File: src/rtl/cmp_share_arbiter_pkg.sv
// Shared constants for the two-requester comparator arbiter.
package cmp_share_arbiter_pkg;

  localparam int unsigned N_DEFAULT = 4;

  typedef enum logic [1:0] {
    IDLE = 2'd0,
    CMP  = 2'd1,
    DONE = 2'd2
  } state_e;

  localparam logic REQ0 = 1'b0;
  localparam logic REQ1 = 1'b1;

endpackage

File: src/rtl/cmp_share_arbiter_if.sv
// Request/result bundle between two compare clients and the shared arbiter.
interface cmp_share_arbiter_if #(
  parameter int unsigned n = cmp_share_arbiter_pkg::N_DEFAULT
) ();

  logic         req0;
  logic [n-1:0] a0;
  logic [n-1:0] b0;
  logic         req1;
  logic [n-1:0] a1;
  logic [n-1:0] b1;
  logic         ack0;
  logic         ack1;
  logic         lt;
  logic         gt;
  logic         eq;
  logic         gnt_id;
  logic         busy;

  modport master (
    output req0, a0, b0, req1, a1, b1,
    input  ack0, ack1, lt, gt, eq, gnt_id, busy
  );

  modport slave (
    input  req0, a0, b0, req1, a1, b1,
    output ack0, ack1, lt, gt, eq, gnt_id, busy
  );

endinterface

File: src/rtl/cmp_share_arbiter_comparator.sv
// Existing combinational unsigned magnitude comparator.
module comparator #(
  parameter int unsigned n = 4
) (
  input  logic [n-1:0] a,
  input  logic [n-1:0] b,
  output logic         i,
  output logic         j,
  output logic         k
);

  assign i = (a < b);
  assign j = (a > b);
  assign k = (a == b);

endmodule

File: src/rtl/cmp_share_arbiter.sv
// Round-robin arbiter sharing one comparator between two requesters;
// latches the winner's operands, registers the result and pulses its ack.
module cmp_share_arbiter
  import cmp_share_arbiter_pkg::*;
#(
  parameter int unsigned n = N_DEFAULT
) (
  input  logic                clk,
  input  logic                rst_n,
  cmp_share_arbiter_if.slave  bus
);

  state_e       state_q, state_d;
  logic [n-1:0] op_a_q, op_a_d;
  logic [n-1:0] op_b_q, op_b_d;
  logic         last_gnt_q, last_gnt_d;
  logic         gnt_id_q, gnt_id_d;
  logic         ack0_q, ack0_d;
  logic         ack1_q, ack1_d;
  logic         lt_q, lt_d;
  logic         gt_q, gt_d;
  logic         eq_q, eq_d;
  logic         busy_q, busy_d;
  logic         win_c;
  logic         cmp_lt_c, cmp_gt_c, cmp_eq_c;

  comparator #(.n(n)) u_cmp (
    .a (op_a_q),
    .b (op_b_q),
    .i (cmp_lt_c),
    .j (cmp_gt_c),
    .k (cmp_eq_c)
  );

  // Next-state and next-output logic
  always_comb begin
    state_d    = state_q;
    op_a_d     = op_a_q;
    op_b_d     = op_b_q;
    last_gnt_d = last_gnt_q;
    gnt_id_d   = gnt_id_q;
    ack0_d     = 1'b0;
    ack1_d     = 1'b0;
    lt_d       = lt_q;
    gt_d       = gt_q;
    eq_d       = eq_q;
    win_c      = REQ0;

    case (state_q)
      IDLE: begin
        if (bus.req0 || bus.req1) begin
          // On a tie the requester not served last time wins
          if (bus.req0 && bus.req1) win_c = ~last_gnt_q;
          else                      win_c = bus.req1 ? REQ1 : REQ0;
          op_a_d     = (win_c == REQ1) ? bus.a1 : bus.a0;
          op_b_d     = (win_c == REQ1) ? bus.b1 : bus.b0;
          gnt_id_d   = win_c;
          last_gnt_d = win_c;
          state_d    = CMP;
        end
      end
      CMP: begin
        lt_d    = cmp_lt_c;
        gt_d    = cmp_gt_c;
        eq_d    = cmp_eq_c;
        ack0_d  = (gnt_id_q == REQ0);
        ack1_d  = (gnt_id_q == REQ1);
        state_d = DONE;
      end
      DONE:    state_d = IDLE;
      default: state_d = IDLE;
    endcase

    busy_d = (state_d != IDLE);
  end

  always_ff @(posedge clk or negedge rst_n) begin
    if (!rst_n) begin
      state_q    <= IDLE;
      op_a_q     <= '0;
      op_b_q     <= '0;
      last_gnt_q <= REQ1;
      gnt_id_q   <= REQ0;
      ack0_q     <= 1'b0;
      ack1_q     <= 1'b0;
      lt_q       <= 1'b0;
      gt_q       <= 1'b0;
      eq_q       <= 1'b0;
      busy_q     <= 1'b0;
    end else begin
      state_q    <= state_d;
      op_a_q     <= op_a_d;
      op_b_q     <= op_b_d;
      last_gnt_q <= last_gnt_d;
      gnt_id_q   <= gnt_id_d;
      ack0_q     <= ack0_d;
      ack1_q     <= ack1_d;
      lt_q       <= lt_d;
      gt_q       <= gt_d;
      eq_q       <= eq_d;
      busy_q     <= busy_d;
    end
  end

  assign bus.ack0   = ack0_q;
  assign bus.ack1   = ack1_q;
  assign bus.lt     = lt_q;
  assign bus.gt     = gt_q;
  assign bus.eq     = eq_q;
  assign bus.gnt_id = gnt_id_q;
  assign bus.busy   = busy_q;

endmodule
File: src/flat_wrapper.sv
// flat-port wrapper written by rule: the top's interface ports become plain ports
module cmp_share_arbiter_flat import cmp_share_arbiter_pkg::*;
#(
  parameter int unsigned n = N_DEFAULT
)
  (clk, rst_n, bus_req0, bus_a0, bus_b0, bus_req1, bus_a1, bus_b1, bus_ack0, bus_ack1, bus_lt, bus_gt, bus_eq, bus_gnt_id, bus_busy);
  cmp_share_arbiter_if #(.n(n)) bus_i ();
  input  logic clk;
  input  logic rst_n;
  input wire logic [$bits(bus_i.req0)-1:0] bus_req0;
  input wire logic [$bits(bus_i.a0)-1:0] bus_a0;
  input wire logic [$bits(bus_i.b0)-1:0] bus_b0;
  input wire logic [$bits(bus_i.req1)-1:0] bus_req1;
  input wire logic [$bits(bus_i.a1)-1:0] bus_a1;
  input wire logic [$bits(bus_i.b1)-1:0] bus_b1;
  output wire logic [$bits(bus_i.ack0)-1:0] bus_ack0;
  output wire logic [$bits(bus_i.ack1)-1:0] bus_ack1;
  output wire logic [$bits(bus_i.lt)-1:0] bus_lt;
  output wire logic [$bits(bus_i.gt)-1:0] bus_gt;
  output wire logic [$bits(bus_i.eq)-1:0] bus_eq;
  output wire logic [$bits(bus_i.gnt_id)-1:0] bus_gnt_id;
  output wire logic [$bits(bus_i.busy)-1:0] bus_busy;
  assign bus_i.req0 = bus_req0;
  assign bus_i.a0 = bus_a0;
  assign bus_i.b0 = bus_b0;
  assign bus_i.req1 = bus_req1;
  assign bus_i.a1 = bus_a1;
  assign bus_i.b1 = bus_b1;
  assign bus_ack0 = bus_i.ack0;
  assign bus_ack1 = bus_i.ack1;
  assign bus_lt = bus_i.lt;
  assign bus_gt = bus_i.gt;
  assign bus_eq = bus_i.eq;
  assign bus_gnt_id = bus_i.gnt_id;
  assign bus_busy = bus_i.busy;
  cmp_share_arbiter #(.n(n)) u_core (.clk(clk), .rst_n(rst_n), .bus(bus_i));
endmodule
File: config.mk
export PLATFORM = sky130hd
export DESIGN_NAME = cmp_share_arbiter_flat
export DESIGN_NICKNAME = d
export VERILOG_FILES = /design/src/rtl/cmp_share_arbiter_pkg.sv /design/src/rtl/cmp_share_arbiter_if.sv /design/src/rtl/cmp_share_arbiter_comparator.sv /design/src/rtl/cmp_share_arbiter.sv /design/src/flat_wrapper.sv
export SDC_FILE = /design/constraint.sdc
export NUM_CORES = 1
export LEC_CHECK = 0
export CAP_MARGIN = 20
export CORE_UTILIZATION = 45
export CTS_BUF_LIST = sky130_fd_sc_hd__clkbuf_4
export DETAILED_ROUTE_END_ITERATION = 10
export PLACE_DENSITY = 0.75
export SLEW_MARGIN = 0
export SYNTH_ARGS = -nofsm -noshare
export SYNTH_HDL_FRONTEND = slang
export SYNTH_SLANG_ARGS = --single-unit
File: constraint.sdc
create_clock -name clk -period 1.8 [get_ports clk]
set_clock_uncertainty 0.2 [all_clocks]
set_input_delay 0.54 -clock clk [delete_from_list [all_inputs] [get_ports clk]]
set_output_delay 0.54 -clock clk [all_outputs]
set_load 0.05 [all_outputs]
==> results.rst <==
.. list-table::
   :header-rows: 1

   * - Metric
     - Value
   * - Outcome
     - finished, final reports clean
   * - Boundary Pins
     - 27
   * - Final Hold Violating Endpoints
     - 0
   * - Share of synthesized area occupied by flip-flops and latches
     - 54.37%
   * - Number of setup violations in the final report
     - 0
   * - Post-synthesis register bit count
     - 18
   * - Ranking of synthesized cells by area
     - sky130_fd_sc_hd__dfrtp_1, sky130_fd_sc_hd__ha_1, sky130_fd_sc_hd__nand2_1
   * - Detailed-route DRC error count
     - 0
   * - Number of synthesized flops with an enable pin
     - 0
   * - Post-route setup slack
     - 0.1461 ns
   * - Cells after synthesis
     - 80
   * - Syn_nets
     - 104
   * - Root buffer cell
     - sky130_fd_sc_hd__clkbuf_4
   * - First-pass iteration count of the detailed router
     - 4
   * - Grt total ovfl
     - 0
   * - Startpoint types
     - input pin
   * - Leading cell types by count after synthesis
     - sky130_fd_sc_hd__dfrtp_1, sky130_fd_sc_hd__nand2_1, sky130_fd_sc_hd__inv_1
   * - DRC violation total after the first TritonRoute iteration
     - 10
   * - Initial standard-cell utilization of the core
     - 48.12%
   * - Power density over the cells
     - 1727 mW/mm^2
   * - Hold buffer count at cts
     - 0
   * - Worst hold-check slack
     - 0.2529 ns
   * - Fmax achieved
     - 604.6 MHz
   * - Area Overhead vs Synth
     - 49.40%
   * - CORE AREA
     - 0.001727 sq mm
   * - Wirelength per Cell
     - 11.94 um
   * - Clock latency of the later-clocked register in the worst-skew pair
     - 0.28 ns
   * - Clock transition at path regs
     - 0.10 ns
   * - Final number of max-transition violations
     - 0
   * - Maximum ir drop on the vdd rail
     - 0.9067 mV
   * - Placement row count
     - 15
   * - Endpoint type of the worst setup path
     - flip-flop
   * - Setup repair after global routing missed its margin
     - false
   * - Proportion of netlist area held by the largest area contributor
     - 51.20%
   * - Sum of net half-perimeters after detailed placement
     - 1331 um
   * - Max-cap check violation count
     - 0
   * - Total inserted antenna cells
     - 0
   * - Number of port buffers
     - 26
   * - CTS max path bufs
     - 2
   * - Required time of the critical path
     - 1.80 ns
   * - Place WS
     - -0.1619 ns
   * - Pin slew with the least headroom to its limit
     - 0.2582 ns
   * - Post-route fraction of the period consumed by the critical path
     - 91.88%
   * - Cell accounting for the most synthesized area
     - sky130_fd_sc_hd__dfrtp_1
   * - Summed area of non-filler cells in the final layout
     - 0.001241 sq mm
   * - Synth warnings
     - 0
   * - Total Neg Setup Slack
     - 0 ns
   * - Final-stage net count
     - 137
   * - DIE WIDTH
     - 44.97 um
   * - Clock tree sinks
     - 18
   * - Dominant synthesized flop cell
     - sky130_fd_sc_hd__dfrtp_1
   * - Top-count cell post-synth
     - sky130_fd_sc_hd__dfrtp_1
   * - Maximum number of pins on one net before global-route repair
     - 22
   * - Standby leakage power
     - 0.5874 nW
   * - Classification of the worst setup path
     - in -> reg
   * - First-pass GRT wire length
     - 2939 um
   * - Layout filler cell count
     - 128
   * - Post-Synthesis Cell Area
     - 830.8 sq um
   * - Sum of routed wire length over all layers
     - 1636 um
   * - Synth Area per Inst
     - 10.38 sq um
   * - TritonCTS clock tree
     - yes
   * - Overall routing resource usage
     - 20.51%
   * - Die outline height
     - 44.97 um
   * - Num CTS Buffers
     - 3
   * - Overall die area
     - 0.002022 sq mm
   * - Detail-routed via count per cell
     - 4.949
   * - Number of gates given a new drive strength after cts
     - 0
   * - Max-Slew Margin vs Limit
     - 82.60%
   * - Final Core Density
     - 71.88%
   * - Max H-tree Level
     - 1
   * - Layout cells sized above 1
     - 17.86%
   * - Placed Cells
     - 133
   * - Area after DPL
     - 0.001215 sq mm
   * - RePlAce Congestion
     - 0.7964
   * - Maximum net fanout on the critical path
     - 21
   * - Final cell count without fillers
     - 137
   * - Routed vias
     - 678
   * - Number of global-route vias before repair
     - 687
   * - Share of flip-flops with an asynchronous set or reset after synthesis
     - 100.0%
   * - Number of buffers inserted to repair setup after CTS
     - 0
   * - Critical Path AT
     - 1.65 ns
   * - Total power draw
     - 2.144 mW
   * - Worst Hold Class
     - reg -> reg
   * - Antenna violations before repair
     - 0
   * - Final critical delay including setup and external delays
     - 1.654 ns
   * - Post-route antenna net violation count
     - 0
   * - Count of different cell masters after synthesis
     - 22
## worst paths after layout
kind	from	end	slack (ns)	depth (start not counted)
worst max-delay path	bus_req1	u_core.op_b_q[2]	0.15	5
worst min-delay path	u_core.state_q[1]	u_core.bus.busy	0.25	1
worst max register to register	u_core.op_b_q[1]	u_core.bus.gt	0.28	5
worst min register to register	u_core.state_q[1]	u_core.bus.busy	0.25	1
max in group asynchronous	rst_n	u_core.last_gnt_q	0.77	2
min in group asynchronous	rst_n	u_core.bus.ack0	0.38	2
## final cells by class
| cell class | instances | area, sq um | area share [%] |
|---|---|---|---|
| Multi-Input combinational cell | 52 | 325.3 | 26.21 |
| Clock inverter | 1 | 3.754 | 0.3024 |
| Sequential cell | 18 | 451.7 | 36.39 |
| Timing Repair Buffer | 31 | 380.4 | 30.65 |
| Clock buffer | 3 | 22.52 | 1.815 |
| Tap cell | 25 | 31.28 | 2.520 |
| Inverter | 7 | 26.28 | 2.117 |
## layout by cell type (no fill, tap or decap)
cell                               n
sky130_fd_sc_hd__o21ai_0           5
sky130_fd_sc_hd__o21ai_1           4
sky130_fd_sc_hd__nand2_2           1
sky130_fd_sc_hd__and2_1            2
sky130_fd_sc_hd__o21ai_2           1
sky130_fd_sc_hd__clkbuf_4          3
sky130_fd_sc_hd__a31o_2            1
sky130_fd_sc_hd__buf_4             4
sky130_fd_sc_hd__nand2_4           1
sky130_fd_sc_hd__nor2_1            3
sky130_fd_sc_hd__a21oi_1           2
sky130_fd_sc_hd__inv_1             7
sky130_fd_sc_hd__a22oi_1           4
sky130_fd_sc_hd__nor3_1            1
sky130_fd_sc_hd__nand2_1          13
sky130_fd_sc_hd__nand2b_1          1
sky130_fd_sc_hd__clkinv_1          1
sky130_fd_sc_hd__dfstp_2           1
sky130_fd_sc_hd__mux2i_1           4
sky130_fd_sc_hd__a31oi_1           4
sky130_fd_sc_hd__buf_12            8
sky130_fd_sc_hd__nand4_1           1
sky130_fd_sc_hd__dfrtp_1          17
sky130_fd_sc_hd__clkdlybuf4s50_1  19
sky130_fd_sc_hd__ha_1              4
## registers in the layout, indices dropped and copies added, names as in the netlist
signal	cells
u_core.bus.gnt_id	1
u_core.bus.ack1	1
u_core.bus.busy	1
u_core.bus.lt	1
u_core.bus.eq	1
u_core.op_b_q	4
u_core.last_gnt_q	1
u_core.state_q	2
u_core.bus.gt	1
u_core.op_a_q	4
u_core.bus.ack0	1
## routing by layer
| layer | GRT usage [%] | share of wire [%] |
|---|---|---|
| met5 | 0 | 0 |
| met1 | 24.16 | 41 |
| met4 | 13.94 | 4.1 |
| met3 | 4.400 | 4.3 |
| met2 | 33.33 | 51 |
## power breakdown
group	internal [mW]	switching [mW]
Clock	0.0804	0.118
Sequential	0.605	0.135
Combinational	0.575	0.630
## logic make-up (layout without fill, tap and decap cells)
family	after synthesis	count (layout)	synth area share, %
AO/OA/AOI/OAI	21	21	15.36
adder cells (fa/ha/maj)	4	4	6.024
buffers and inverters	10	42	6.476
flip-flops	18	18	54.37
multiplexers	4	4	4.819
AND/OR/NAND/NOR	23	23	12.95
## critical path: stages
cell                              delay, ns
sky130_fd_sc_hd__clkdlybuf4s50_1       0.49
sky130_fd_sc_hd__o21ai_2               0.22
sky130_fd_sc_hd__buf_12                0.17
sky130_fd_sc_hd__a31oi_1               0.05
sky130_fd_sc_hd__a22oi_1               0.18
Note: power is estimated with default switching activity, not from simulation.
